[src/rtl/ms_ctrl.sv]
//============================================================================
// Module   : ms_ctrl
// Function : 15x15 maze-solver sequencer. Loads the maze, screens entry/exit,
//            starts the core and drains its path. Define MS_TIMEOUT_EN to
//            build the optional solver watchdog.
// Revision : 1.0  initial release
//============================================================================
`default_nettype none

module ms_ctrl #(
  parameter int TIMEOUT_CYC = 900
) (
  input  logic        clk,
  input  logic        rst_n,
  input  logic        in_valid,
  input  logic        maze,
  input  logic [3:0]  map_rd_row,
  output logic [14:0] map_rd_data,
  output logic        solve_start,
  output logic        solve_abort,
  input  logic        solve_done,
  input  logic        solve_fail,
  input  logic        path_empty,
  input  logic [3:0]  path_x,
  input  logic [3:0]  path_y,
  output logic        path_pop,
  output logic        out_valid,
  output logic        maze_not_valid,
  output logic [3:0]  out_x,
  output logic [3:0]  out_y
);

  typedef enum logic [2:0] {
    S_IDLE  = 3'd0,
    S_LOAD  = 3'd1,
    S_CHECK = 3'd2,
    S_SOLVE = 3'd3,
    S_DRAIN = 3'd4
  } state_t;

  localparam logic [3:0] c_last = 4'd14;

  state_t      r_state, w_state_next;
  logic [14:0] r_map [0:14];
  logic [3:0]  r_x, r_y, w_x_next, w_y_next, w_wr_x, w_wr_y;
  logic        w_wr_en;
  logic        r_start, r_abort, r_mnv, r_out_valid;
  logic [3:0]  r_out_x, r_out_y;
  logic        w_start_next, w_abort_next, w_mnv_next, w_out_valid_next;
  logic [3:0]  w_out_x_next, w_out_y_next;
  logic        w_tmo_hit;

`ifdef MS_TIMEOUT_EN
  logic [9:0] r_tmo_cnt;

  always_ff @(posedge clk or negedge rst_n) begin
    if (!rst_n) begin
      r_tmo_cnt <= '0;
    end else if (w_start_next) begin
      r_tmo_cnt <= '0;
    end else if (r_state == S_SOLVE) begin
      r_tmo_cnt <= r_tmo_cnt + 10'd1;
    end
  end

  assign w_tmo_hit = (r_tmo_cnt == 10'(TIMEOUT_CYC));
`else
  logic w_unused_tmo;
  assign w_unused_tmo = (TIMEOUT_CYC == 0);
  assign w_tmo_hit    = 1'b0;
`endif

  // Row 15 is outside the maze and reads as solid wall.
  assign map_rd_data = (map_rd_row > c_last) ? 15'h7FFF : r_map[map_rd_row];

  always_comb begin
    w_state_next     = r_state;
    w_x_next         = r_x;
    w_y_next         = r_y;
    w_wr_en          = 1'b0;
    w_wr_x           = r_x;
    w_wr_y           = r_y;
    w_start_next     = 1'b0;
    w_abort_next     = 1'b0;
    w_mnv_next       = 1'b0;
    w_out_valid_next = 1'b0;
    w_out_x_next     = 4'd0;
    w_out_y_next     = 4'd0;
    path_pop         = 1'b0;
    case (r_state)
      S_IDLE: begin
        if (in_valid) begin
          w_wr_en      = 1'b1;
          w_wr_x       = 4'd0;
          w_wr_y       = 4'd0;
          w_x_next     = 4'd1;
          w_y_next     = 4'd0;
          w_state_next = S_LOAD;
        end
      end
      S_LOAD: begin
        if (!in_valid) begin
          w_state_next = S_IDLE;
        end else begin
          w_wr_en = 1'b1;
          if (r_x == c_last) begin
            w_x_next = 4'd0;
            if (r_y == c_last) w_state_next = S_CHECK;
            else               w_y_next     = r_y + 4'd1;
          end else begin
            w_x_next = r_x + 4'd1;
          end
        end
      end
      S_CHECK: begin
        if (r_map[0][0] || r_map[14][14]) begin
          w_mnv_next   = 1'b1;
          w_state_next = S_IDLE;
        end else begin
          w_start_next = 1'b1;
          w_state_next = S_SOLVE;
        end
      end
      S_SOLVE: begin
        // Core results outrank the watchdog when they coincide.
        if (solve_fail) begin
          w_mnv_next   = 1'b1;
          w_state_next = S_IDLE;
        end else if (solve_done) begin
          w_state_next = S_DRAIN;
        end else if (w_tmo_hit) begin
          w_abort_next = 1'b1;
          w_mnv_next   = 1'b1;
          w_state_next = S_IDLE;
        end
      end
      S_DRAIN: begin
        if (!path_empty) begin
          path_pop         = 1'b1;
          w_out_valid_next = 1'b1;
          w_out_x_next     = path_x;
          w_out_y_next     = path_y;
        end else begin
          w_state_next = S_IDLE;
        end
      end
      default: w_state_next = S_IDLE;
    endcase
  end

  always_ff @(posedge clk or negedge rst_n) begin
    if (!rst_n) begin
      r_state     <= S_IDLE;
      r_x         <= 4'd0;
      r_y         <= 4'd0;
      r_start     <= 1'b0;
      r_abort     <= 1'b0;
      r_mnv       <= 1'b0;
      r_out_valid <= 1'b0;
      r_out_x     <= 4'd0;
      r_out_y     <= 4'd0;
    end else begin
      r_state     <= w_state_next;
      r_x         <= w_x_next;
      r_y         <= w_y_next;
      r_start     <= w_start_next;
      r_abort     <= w_abort_next;
      r_mnv       <= w_mnv_next;
      r_out_valid <= w_out_valid_next;
      r_out_x     <= w_out_x_next;
      r_out_y     <= w_out_y_next;
    end
  end

  always_ff @(posedge clk or negedge rst_n) begin
    if (!rst_n) begin
      for (int r = 0; r < 15; r++) r_map[r] <= '0;
    end else if (w_wr_en) begin
      r_map[w_wr_y][w_wr_x] <= maze;
    end
  end

  assign solve_start    = r_start;
  assign solve_abort    = r_abort;
  assign maze_not_valid = r_mnv;
  assign out_valid      = r_out_valid;
  assign out_x          = r_out_x;
  assign out_y          = r_out_y;

endmodule

`default_nettype wire

[config.mk]
export PLATFORM = sky130hd
export DESIGN_NAME = ms_ctrl
export DESIGN_NICKNAME = d
export VERILOG_FILES = /design/src/rtl/ms_ctrl.sv
export SDC_FILE = /design/constraint.sdc
export NUM_CORES = 1
export LEC_CHECK = 0
export BUFFER_PORTS_ARGS = -buffer_cell sky130_fd_sc_hd__buf_4
export CORE_ASPECT_RATIO = 1.5
export CORE_UTILIZATION = 41
export CTS_CLUSTER_SIZE = 30
export DETAILED_ROUTE_END_ITERATION = 12
export PLACE_DENSITY = 0.65
export SLEW_MARGIN = 15
export SYNTH_ARGS = -nofsm -noshare
export SYNTH_HDL_FRONTEND = slang
export SYNTH_SLANG_ARGS = --single-unit
[constraint.sdc]
create_clock -name clk -period 5.4 [get_ports clk]
set_input_delay 0.81 -clock clk [delete_from_list [all_inputs] [get_ports clk]]
set_output_delay 0.81 -clock clk [all_outputs]
set_load 0.01 [all_outputs]
Word-level counts from Yosys, hierarchy flattened
Index checks and enable logic that the tools add are counted.

storage, ports and cells
  flip-flop bits (word level) = 247
  output and inout bits = 28
  word-level logic and storage cells = 99

operators by class
  add/sub/neg operators = 2
  order comparisons = 6
  equality and inequality tests = 14
  mux-type cells = 43
  bitwise logic cells = 2
  reduce and logical (&&, ||, !) cells = 9

operators with widths
  kind                   number
  $bwmux W225            1
  $bmux W15 S4           1
  $demux W15 S4          1
  $mux W15               4
  $mux W4                14
  $mux W3                7
  $pmux W4 S2            2
  $pmux W3 S5            1
  $ge A5 B5 Y1 const B   2
  $ne A2 B2 Y1 const B   5
  $not A4 Y5             2
  $mux W1                9
  $ne A3 B3 Y1 const B   3
  $add A4 B1 Y4 const B  2
  $eq A4 B4 Y1 const B   2
  $eq A3 B2 Y1 const B   2
  $lt A4 B5 Y1 const B   1
  $lt A5 B1 Y1 const B   1
  $reduce_and A5 Y1      1
  $demux W1 S4           1
  $ge A4 B1 Y1 const B   1
  $gt A4 B4 Y1 const B   1
  $reduce_and A4 Y1      1
  $eq A3 B1 Y1 const B   1
  other kinds (9)        10

Longest topological paths before layout
  depth in word-level cells = 9
  mapped depth = 7

Least setup slack after synthesis
No wires, ideal clock.

  path type = in2out
  start point = in map_rd_row[2]
  end point = out map_rd_data[10]
  data arrival time = 2.180 ns
  data required time = 4.590 ns
  setup slack = 2.410 ns
  stages = 5
  path buffers = 3
  cell sequence = buf_1 -> clkbuf_1 -> clkbuf_1 -> o221ai_1 -> a31oi_1

on the way
  longest elaborated chain between the ends = 5

ends and longest elaborated chain
  what                                          RTL line  source
  start, declared                               17        input logic [3:0] map_rd_row,
  $not A4 Y5 (not written as such)              74        assign map_rd_data = (map_rd_row > c_last) ? 15'h7FFF : r_map[map_rd_row];
  $bmux W15 S4                                  74
  $mux W15 (not written as such) (2 in series)  74
  $mux W15 *                                    74
  end, declared                                 18        output logic [14:0] map_rd_data,

Mark *: on every way between the ends. The rest lies on a longest branch, timed or not. The select of a mux whose other input is x is not followed.

Worst setup path in the final report
  start point = in map_rd_row[0]
  end point = out map_rd_data[9]

The elaborated chain is that of the path after synthesis.

==> metrics.md <==
| Metric | Value |
|---|---|
| Switching Share | `0.315` |
| Gate power share | `0.199` |
| Hold Vio Cnt, Final | `0` |
| Drt pass-1 iters | `5` |
| Status | `finished clean` |
| DR iter-0 viols | `989` |
| Mapped Nets | `1214` |
| CP Class | `in2out` |
| Main combinational cell family by area after synthesis | `multiplexers` |
| I/O Pins | `between 40 and 50` |
| Clk pin slew, worst setup/hold paths | `roughly 0.06 ns` |
| Drt wl/cell | `~22 µm` |
| GRT Overall Usage | `0.223` |
| Most used cell, CP | `buf_4` |
| IO buf count | `45` |
| Setup Skew | `0.0128 ns` |
| Worst Path Required | `4.59 ns` |
| Vias in the first global route | `9644` |
| Mapped Area | `0.0127 mm²` |
| Clk Latency, worst-skew pair | `0.55 ns` |
| Worst Setup SP | `map_rd_row[0]` |
| WL final | `roughly 34 mm` |
| Mux cell area share after synthesis | `0.220` |
| Sequential Power Share | `0.427` |
| Mapped Cells | `1191` |
| Crit-path max FO | `33` |
| VDD IR max | `roughly 0.26 mV` |
| Cts bufs inserted | `26` |
| Vias/cell | `5.88` |
| Switching power | `approximately 1600 µW` |
| Max-slew violation count | `0` |
| Die H | `between 200 and 250 µm` |
| Lkg Pwr | `about 0.0066 µW` |
| Pint | `about 3500 µW` |
| Nets | `approximately 1.2k` |
| Register-to-Register Setup Slack | `between 2 and 2.5 ns` |
| Clock group share of total power | `0.374` |
| Placed Cells | `~1.6k` |
| Largest net degree at the start of global routing | `about 130` |
| CP endpoint kind | `output pin` |
| Worst hold path class | `in2async` |
| Die span in x | `~150 µm` |
| Setup_tns | `0 ns` |
| Post-synthesis sequential area ratio | `0.488` |
| Share of cells above drive strength 1 | `0.252` |
| Worst reg2reg path startpoint | `r_state[0]$_DFFE_PN0P_` |
| Worst path depth | `6` |
| Dpl hpwl | `about 22 mm` |
| Synth Area in Adders | `0.00395` |
| Synth Warn # | `0` |
| Period utilisation layout | `0.673` |
| Final instance area | `~0.014 mm²` |
| Synth cell types | `54` |
| Final ANT Viol Nets | `0` |
| Num rows | `~80` |
| Most frequent cells in the layout | `dfrtp_1 (247), nand2_1 (183), mux2_2 (131)` |
| DRC viols | `0` |
| Routed vias | `roughly 9.4k` |
| Die area | `between 0.03 and 0.04 mm²` |
| Number of enable flip-flop cells after synthesis | `0` |
| Pwr/cell area | `359 mW/mm²` |
| CP bufs+invs | `3` |
| Async S/R FF share, synth | `1.00` |
| Synth Area per Inst | `around 11 µm²` |
| Minimum clock period | `around 3.6 ns` |
| Critical Path AT | `roughly 2.8 ns` |
| Layout filler cell count | `approximately 2.7k` |
| Cts repair resizes | `0` |
| R2R depth | `4` |
| Gpl congestion | `roughly 0.86` |
| F_max | `between 200 and 300 MHz` |
| CTS root buf | `clkbuf_16` |
| RSZ-0062 raised after global routing | `false` |
| MaxCap Viol Count | `0` |
| Worst slew pin tran | `1.30 ns` |
| Core box area | `a little over 0.03 mm²` |
| FF+latch count, synth | `247` |
| Postcts setup bufs | `0` |
| H-tree levels | `1` |
| Simple logic cell fraction of the synthesized area | `0.182` |
| First-pass GRT wire length | `roughly 55 mm` |
| Post-route insts no fill | `1599` |
| Top Family by Delay on Critical Path | `buffers and inverters` |
| Initial antenna violation count | `0` |
| Effective utilization at floorplan | `0.417` |
| Critical Path Source Type | `input pin` |
| Most common cell after layout, fill and taps aside | `dfrtp_1` |
| Clk sink count | `247` |
| Headroom to the max-slew limit | `0.125` |
| Slowest cell on the critical path | `mux4_2` |
| Clock buffer depth | `3` |
| TritonCTS clock tree | `built` |
| # setup viols final | `0` |
| Overflow after GRT | `0` |
| Synth Area in XOR/XNOR | `0` |
| Compound-Gate Fraction of Synth Area | `0.0693` |
| CP cell instances | `buf_4 -> buf_4 -> mux4_2 -> o22ai_1 -> a31oi_1 -> buf_4` |
| Synth Flop Type | `dfrtp_1` |
| Hold_buf cts | `0` |
| Slowest stage delay, CP | `approximately 0.55 ns` |
| Post-DP Area | `~0.013 mm²` |
| Synth-to-Final Area Change | `12.1%` |
| Antenna cells | `0` |
## metal layers
metal | wire length (µm) | global-route usage
met1 | 14300 | 0.287
met2 | 16700 | 0.371
met3 | 1900 | 0.0319
met4 | 1480 | 0.106
met5 | 0 | 0
## registers in the layout (all words and copies together), names as in the netlist
signal	flops
r_state	3
solve_start	1
r_map	225
maze_not_valid	1
r_x	4
r_y	4
out_y	4
out_x	4
out_valid	1
## worst register-to-register path, stage by stage, from the launching register on
cell and delay, ns:
dfrtp_1 0.67, or4b_1 0.68, nand4_1 0.80, nor2_1 0.32, mux2_2 0.36
## metrics by stage
| step | util | setup WS, ns | hold slack (ns) | power (µW) |
|---|---|---|---|---|
| after floorplan | - | 2.41 | 0.452 | 2850 |
| after detailed placement | 0.437 | 1.74 | 0.480 | 3210 |
| after global routing | 0.468 | 1.56 | 0.457 | 5300 |
| after CTS | 0.467 | 1.73 | 0.420 | 5120 |
| after global placement | 0.437 | 1.76 | 0.469 | 3190 |
| final | 0.468 | 1.77 | 0.361 | 5100 |
## synthesized netlist by cell type (19+ instances only)
cell	count	area (µm²)
mux2_1	19	214
nor3_1	22	110
dfrtp_1	247	6180
mux2_2	131	1480
mux4_2	45	1010
nand3_1	112	561
nand2b_1	23	144
buf_2	20	100
clkbuf_1	78	293
o21ai_0	93	465
nor2_1	64	240
nand2_1	183	687
## worst paths after layout
path                                           to
min reg2reg                 r_map[87]$_DFFE_PN0P_
max reg2reg                r_map[165]$_DFFE_PN0P_
max in group asynchronous  r_map[134]$_DFFE_PN0P_
max                                map_rd_data[9]
min in group clk               out_y[1]$_DFF_PN0_
min                         r_map[92]$_DFFE_PN0P_
## final cells by class
cell class	count	area, µm²	share of cell area
Multi-Input combinational cell	834	6070	0.428
Sequential cell	247	6180	0.435
Clock buffer	37	743	0.0524
Tap cell	400	500	0.0353
Clock inverter	10	155	0.0109
Inverter	4	15.0	0.00106
Timing Repair Buffer	67	527	0.0371
## power groups by stage
stage	sequential (µW)	combinational (µW)	clock (µW)
detailed placement	2210	1010	0
finish	2180	1010	1910
global route	2200	1100	2010
global placement	2210	988	0
CTS	2170	1010	1940
floorplan	2100	754	0
## logic make-up after synthesis
logic type / Yosys count
AO/OA/AOI/OAI: 150
adder cells (fa/ha/maj): 4
buffers and inverters: 110
flip-flops: 247
multiplexers: 203
other: 1
AND/OR/NAND/NOR: 476
(Power assumes the default switching activity.)
